**config.mk**
```make
export PLATFORM = sky130hd
export DESIGN_NAME = uart_tx_mmio
export DESIGN_NICKNAME = d
export VERILOG_FILES = /design/src/rtl/uart_tx_mmio.sv
export SDC_FILE = /design/constraint.sdc
export NUM_CORES = 1
export LEC_CHECK = 0
export ABC_AREA = 0
export BUFFER_PORTS_ARGS = -buffer_cell sky130_fd_sc_hd__buf_2
export CAP_MARGIN = 20
export CORE_UTILIZATION = 57
export DETAILED_ROUTE_END_ITERATION = 10
export PLACE_DENSITY = 0.91
export SKIP_LAST_GASP = 1
export SYNTH_ARGS = -nofsm -noshare
export SYNTH_HDL_FRONTEND = slang
export SYNTH_SLANG_ARGS = --single-unit
export TNS_END_PERCENT = 5
```
**constraint.sdc**
```tcl
create_clock -name clk -period 6.8 [get_ports clk]
set_input_delay 0.68 -clock clk [delete_from_list [all_inputs] [get_ports clk]]
set_output_delay 0.68 -clock clk [all_outputs]
set_load 0.02 [all_outputs]
```
**src/rtl/uart_tx_mmio.sv**
```systemverilog
`timescale 1ns/1ps
`default_nettype none
// ============================================================================
// uart_tx_mmio : memory-mapped 8N1 UART transmitter with TX FIFO and drain IRQ
// Revision     : 1.0 - initial release
// ============================================================================
module uart_tx_mmio #(
  parameter int          FIFO_DEPTH  = 8,
  parameter logic [15:0] DEFAULT_DIV = 16'd434
) (
  input  logic        clk,
  input  logic        rst,
  input  logic        ce,
  input  logic        we,
  input  logic [31:0] addr,
  input  logic [3:0]  sel,
  input  logic [31:0] data_i,
  output logic [31:0] data_o,
  output logic        tx_o,
  output logic        irq_o
);

  localparam int            AW       = $clog2(FIFO_DEPTH);
  localparam logic [AW:0]   FULL_CNT = (AW+1)'(FIFO_DEPTH);

  typedef enum logic [1:0] {
    S_IDLE  = 2'd0,
    S_START = 2'd1,
    S_DATA  = 2'd2,
    S_STOP  = 2'd3
  } state_e;

  state_e        state_q, state_d;
  logic [15:0]   bit_cnt_q, bit_cnt_d;
  logic [2:0]    bit_idx_q, bit_idx_d;
  logic [7:0]    shift_q, shift_d;
  logic [AW-1:0] wr_ptr_q, wr_ptr_d, rd_ptr_q, rd_ptr_d;
  logic [AW:0]   count_q, count_d;
  logic          overflow_q, overflow_d;
  logic          irq_en_q, irq_en_d;
  logic [15:0]   div_q, div_d;
  logic [7:0]    mem_q [FIFO_DEPTH];

  logic        wr_en, push_req, push_ok, pop, empty, full, bit_end, busy;
  logic [1:0]  reg_sel;
  logic [15:0] div_new;
  logic [31:0] count_ext, status, rdata;
  logic [3:0]  count_sat;
  logic        unused_bits;

  assign unused_bits = ^{addr[31:4], addr[1:0], sel[3:2], data_i[31:16]};

  assign wr_en    = ce & we;
  assign reg_sel  = addr[3:2];
  assign push_req = wr_en && (reg_sel == 2'd0) && sel[0];
  assign empty    = (count_q == '0);
  assign full     = (count_q == FULL_CNT);
  assign push_ok  = push_req && (!full || pop);
  assign busy     = (state_q != S_IDLE);
  assign bit_end  = (bit_cnt_q >= div_q - 16'd1);

  // Serialiser next-state; a pop loads the shift register from the FIFO head.
  always_comb begin
    state_d   = state_q;
    bit_cnt_d = bit_cnt_q;
    bit_idx_d = bit_idx_q;
    shift_d   = shift_q;
    pop       = 1'b0;
    case (state_q)
      S_IDLE: begin
        if (!empty) begin
          pop       = 1'b1;
          shift_d   = mem_q[rd_ptr_q];
          bit_cnt_d = 16'd0;
          state_d   = S_START;
        end
      end
      S_START: begin
        if (bit_end) begin
          bit_cnt_d = 16'd0;
          bit_idx_d = 3'd0;
          state_d   = S_DATA;
        end else begin
          bit_cnt_d = bit_cnt_q + 16'd1;
        end
      end
      S_DATA: begin
        if (bit_end) begin
          bit_cnt_d = 16'd0;
          shift_d   = shift_q >> 1;
          if (bit_idx_q == 3'd7) begin
            state_d = S_STOP;
          end else begin
            bit_idx_d = bit_idx_q + 3'd1;
          end
        end else begin
          bit_cnt_d = bit_cnt_q + 16'd1;
        end
      end
      S_STOP: begin
        if (bit_end) begin
          bit_cnt_d = 16'd0;
          if (!empty) begin
            pop     = 1'b1;
            shift_d = mem_q[rd_ptr_q];
            state_d = S_START;
          end else begin
            state_d = S_IDLE;
          end
        end else begin
          bit_cnt_d = bit_cnt_q + 16'd1;
        end
      end
      default: state_d = S_IDLE;
    endcase
  end

  always_comb begin
    tx_o = 1'b1;
    case (state_q)
      S_START: tx_o = 1'b0;
      S_DATA:  tx_o = shift_q[0];
      default: ;
    endcase
  end

  // Register writes; an overflow event at the same edge as a clear wins.
  always_comb begin
    overflow_d = overflow_q;
    irq_en_d   = irq_en_q;
    div_d      = div_q;
    div_new    = {sel[1] ? data_i[15:8] : div_q[15:8],
                  sel[0] ? data_i[7:0]  : div_q[7:0]};
    if (wr_en && (reg_sel == 2'd2) && sel[0]) begin
      irq_en_d = data_i[0];
      if (data_i[1]) overflow_d = 1'b0;
    end
    if (push_req && full && !pop) overflow_d = 1'b1;
    if (wr_en && (reg_sel == 2'd3)) begin
      div_d = (div_new == 16'd0) ? 16'd1 : div_new;
    end
  end

  always_comb begin
    wr_ptr_d = wr_ptr_q + AW'(push_ok);
    rd_ptr_d = rd_ptr_q + AW'(pop);
    count_d  = count_q + (AW+1)'(push_ok) - (AW+1)'(pop);
  end

  always_ff @(posedge clk) begin
    if (rst) begin
      state_q    <= S_IDLE;
      bit_cnt_q  <= 16'd0;
      bit_idx_q  <= 3'd0;
      shift_q    <= 8'd0;
      wr_ptr_q   <= '0;
      rd_ptr_q   <= '0;
      count_q    <= '0;
      overflow_q <= 1'b0;
      irq_en_q   <= 1'b0;
      div_q      <= DEFAULT_DIV;
    end else begin
      state_q    <= state_d;
      bit_cnt_q  <= bit_cnt_d;
      bit_idx_q  <= bit_idx_d;
      shift_q    <= shift_d;
      wr_ptr_q   <= wr_ptr_d;
      rd_ptr_q   <= rd_ptr_d;
      count_q    <= count_d;
      overflow_q <= overflow_d;
      irq_en_q   <= irq_en_d;
      div_q      <= div_d;
    end
  end

  // Storage needs no reset: an entry is only read after it has been written.
  always_ff @(posedge clk) begin
    if (push_ok) mem_q[wr_ptr_q] <= data_i[7:0];
  end

  always_comb begin
    count_ext = 32'(count_q);
    count_sat = (count_ext > 32'd15) ? 4'hF : count_ext[3:0];
    status    = {24'h0, count_sat, overflow_q, empty, full, busy};
    rdata     = 32'h0;
    case (reg_sel)
      2'd1:    rdata = status;
      2'd2:    rdata = {31'h0, irq_en_q};
      2'd3:    rdata = {16'h0, div_q};
      default: rdata = 32'h0;
    endcase
    data_o = (ce && !we) ? rdata : 32'h0;
  end

  assign irq_o = irq_en_q & empty & ~busy;

endmodule
`default_nettype wire

```
==> flow_metrics.tcl <==
set metrics [dict create \
    dp_hpwl_um 9570 \
    grt_pass1_vias 4694 \
    start_kind "flop" \
    yosysSeqAreaShare 0.479 \
    detail-route-antenna-nets 0 \
    nets 732 \
    avgSynthCellArea_sq_um 11.0 \
    finalHoldViolations 0 \
    gp_congestion 0.871 \
    fp.dieW_um 108 \
    drt-total-wl_um 15400 \
    p_leak_nw 2.72 \
    cp_max_fo 10 \
    slew_headroom 0.215 \
    track_usage 0.275 \
    r2r_setup_slack_ns 2.27 \
    start_util 0.588 \
    crit_start "div_q[2]$_SDFFE_PP0P_" \
    die_h_um 108 \
    wl_per_cell_um 19.8 \
    core_area_sq_mm 0.0109 \
    drive_gt1_frac 0.199 \
    max_slew.worst_pin.slew_ns 1.18 \
    outcome "finished clean" \
    path_clk_slew_ns 0.06 \
    yosys_warnings 0 \
    path_cells "nor4_1, nand2_1, or2_2, or3_1, xor2_1, ha_1, nand4_1, a211oi_1, a32o_1, o21ai_1, buf_4, a211oi_1, buf_4" \
    drcViolationCount 0 \
    synth_seq_cells 121 \
    peakVddDrop_uv 215 \
    first_pass_iters 9 \
    holdPathStages 3 \
    cts_root_buffer "clkbuf_8" \
    end_kind "flop" \
    min_period_over_period 0.667 \
    finalCriticalPeriod_ns 4.53 \
    r2r_start "div_q[2]$_SDFFE_PP0P_" \
    synth_area_sq_mm 0.00640 \
    grt_max_degree 61 \
    crit_buf_inv 2 \
    port_buffers 41 \
    cts_max_level 4 \
    cp_slowest_cell "a211oi_1" \
    antenna_cells 0 \
    fin_cells 777 \
    cts_tree "yes" \
    powerDensity_mw_per_mm2 289 \
    post-cts-setup-buffers 0 \
    dp.cells 742 \
    grt_first_pass_wirelength_um 23900 \
    rows 38 \
    clock_latency_ns 0.52 \
    rsz0062_at_grt "no" \
    cts.hold.buffers_added 0 \
    required_ns 7.04 \
    numCtsBuffers 17 \
    async_flop_share 0 \
    drtIter0Drc 468 \
    tns_ns 0 \
    dominantRegCellSynth "edfxtp_1" \
    antenna_found_initial 0 \
    ios 106 \
    cts_repair_resize_count 0 \
    num_vias 4992 \
    die_area_sq_mm 0.0117 \
    synth_edf_count 64 \
    hold_class "primary input to flop" \
    syn_to_final_growth_pct 14.2 \
    cts_buffer_depth 2 \
    grt-ovfl-total 0 \
    setup_viol 0 \
    post_drt_via_cell_ratio 6.42 \
    fin_worst_skew_ns 0.00873 \
    fmax_ghz 0.221 \
    drv_cap 0 \
    syn_inst 581 \
    clock-sinks 121 \
    path_delay_family "simple AND/OR/NAND/NOR gates" \
    critPathKind "flop to flop" \
    slew_viol_final 0 \
    cp.arrival_ns 4.77 \
    worstHoldStart "data_i[14]" \
    critical_path_cell_count 13 \
    r2r_cells 13 \
    yosysUniqueCellTypes 67 \
    max_stage_delay_ns 0.73 \
]
## cell type report
type | instances | area (sq um)
inverter | 24 | 90.1
clock buffer | 18 | 418
timing repair buffer | 52 | 305
clock inverter | 14 | 164
tap | 140 | 175
sequential | 121 | 3060
fill | 694 | 3580
multi-input combinational | 408 | 3100
## stage by stage
step / hold WS, ns / util / setup slack [ns] / total power, mW / cell area [sq um]
detailed placement: 0.470 / 0.614 / 1.83 / 1.23 / 6690
finish: 0.439 / 0.671 / 2.27 / 2.11 / 7310
global placement: 0.454 / 0.612 / 1.94 / 1.20 / 6660
CTS: 0.422 / 0.668 / 1.81 / 2.11 / 7270
global route: 0.437 / 0.671 / 1.94 / 2.19 / 7310
floorplan: 0.445 / - / 2.13 / 1.15 / 6460
## routing by layer
| layer | vias up | global-route usage | wire length [um] |
|---|---|---|---|
| li1 | 2210 | - | - |
| met1 | 2333 | 0.345 | 5950 |
| met2 | 354 | 0.438 | 7330 |
| met3 | 95 | 0.0681 | 1350 |
| met4 | 0 | 0.148 | 752 |
| met5 | - | 0 | 0 |
## report_power, final
part	switching (mW)	internal [mW]	leakage [nW]
Clock	0.350	0.531	0.281
Combinational	0.240	0.149	1.40
Sequential	0.0332	0.807	1.04
Total	0.623	1.49	2.72
## sequential cells by signal, indices dropped and copies added (netlist names)
| signal | cells |
|---|---|
| bit_cnt_q | 16 |
| bit_idx_q | 3 |
| count_q | 4 |
| div_q | 16 |
| irq_en_q | 1 |
| mem_q | 64 |
| overflow_q | 1 |
| rd_ptr_q | 3 |
| shift_q | 8 |
| state_q | 2 |
| wr_ptr_q | 3 |
## cell usage after synthesis (16+ instances only)
library cell,count,area (sq um)
inv_1,23,86.3
buf_4,17,128
nor2_1,45,169
nand3_1,22,110
nand2b_1,17,106
clkbuf_1,18,67.6
nand2_1,36,135
edfxtp_1,64,1920
dfxtp_1,57,1140
mux4_2,16,360
mux2i_1,21,210
ha_1,35,438
a21oi_1,28,140
## cell families (layout without fill, tap and decap cells)
family,Yosys count,in the layout,share of synthesized area
mux,46,46,0.106
compound gates,79,79,0.0813
fa+ha+maj,36,36,0.0716
buf+inv,67,108,0.0524
other cells,1,16,0.000586
flops,121,121,0.479
simple gates,203,203,0.172
xor+xnor,28,28,0.0383
## tightest hold or removal path: cells and delay by family
family	cells	cell delay (ns)
buffers and inverters	1	0.11
AND/OR/NAND/NOR	1	0.06
AO/OA/AOI/OAI	1	0.06
## path summary, 6_finish.rpt
check | endpoint
min reg2reg | bit_idx_q[2]$_SDFFE_PP0P_
max | mem_q[1][3]$_DFFE_PP_
min | div_q[14]$_SDFFE_PP0P_
max reg2reg | mem_q[1][3]$_DFFE_PP_
## cells in the final DEF, fill, tap and decap left out, types with 3 or more instances in the layout
cell type and count:
buf_2 42, a2111oi_2 6, or3_1 8, nand2b_1 17, mux2i_1 21, dfxtp_1 57
nor2b_1 7, edfxtp_1 64, mux4_2 16, xor2_1 13, nand3b_1 8, inv_6 4
or2_2 3, ha_1 35, xnor2_1 15, mux2_2 7, nand4_1 7, nor4_1 9
a211oi_1 6, and3_1 9, buf_4 9, a21oi_1 28, a32oi_1 3, clkinv_4 3
inv_1 23, nand3_1 22, conb_1 16, nand2_1 36, clkbuf_16 16, o21ai_0 15
nor3_1 10, nor3b_1 4, nor2_1 45
(Power assumes the default switching activity.)
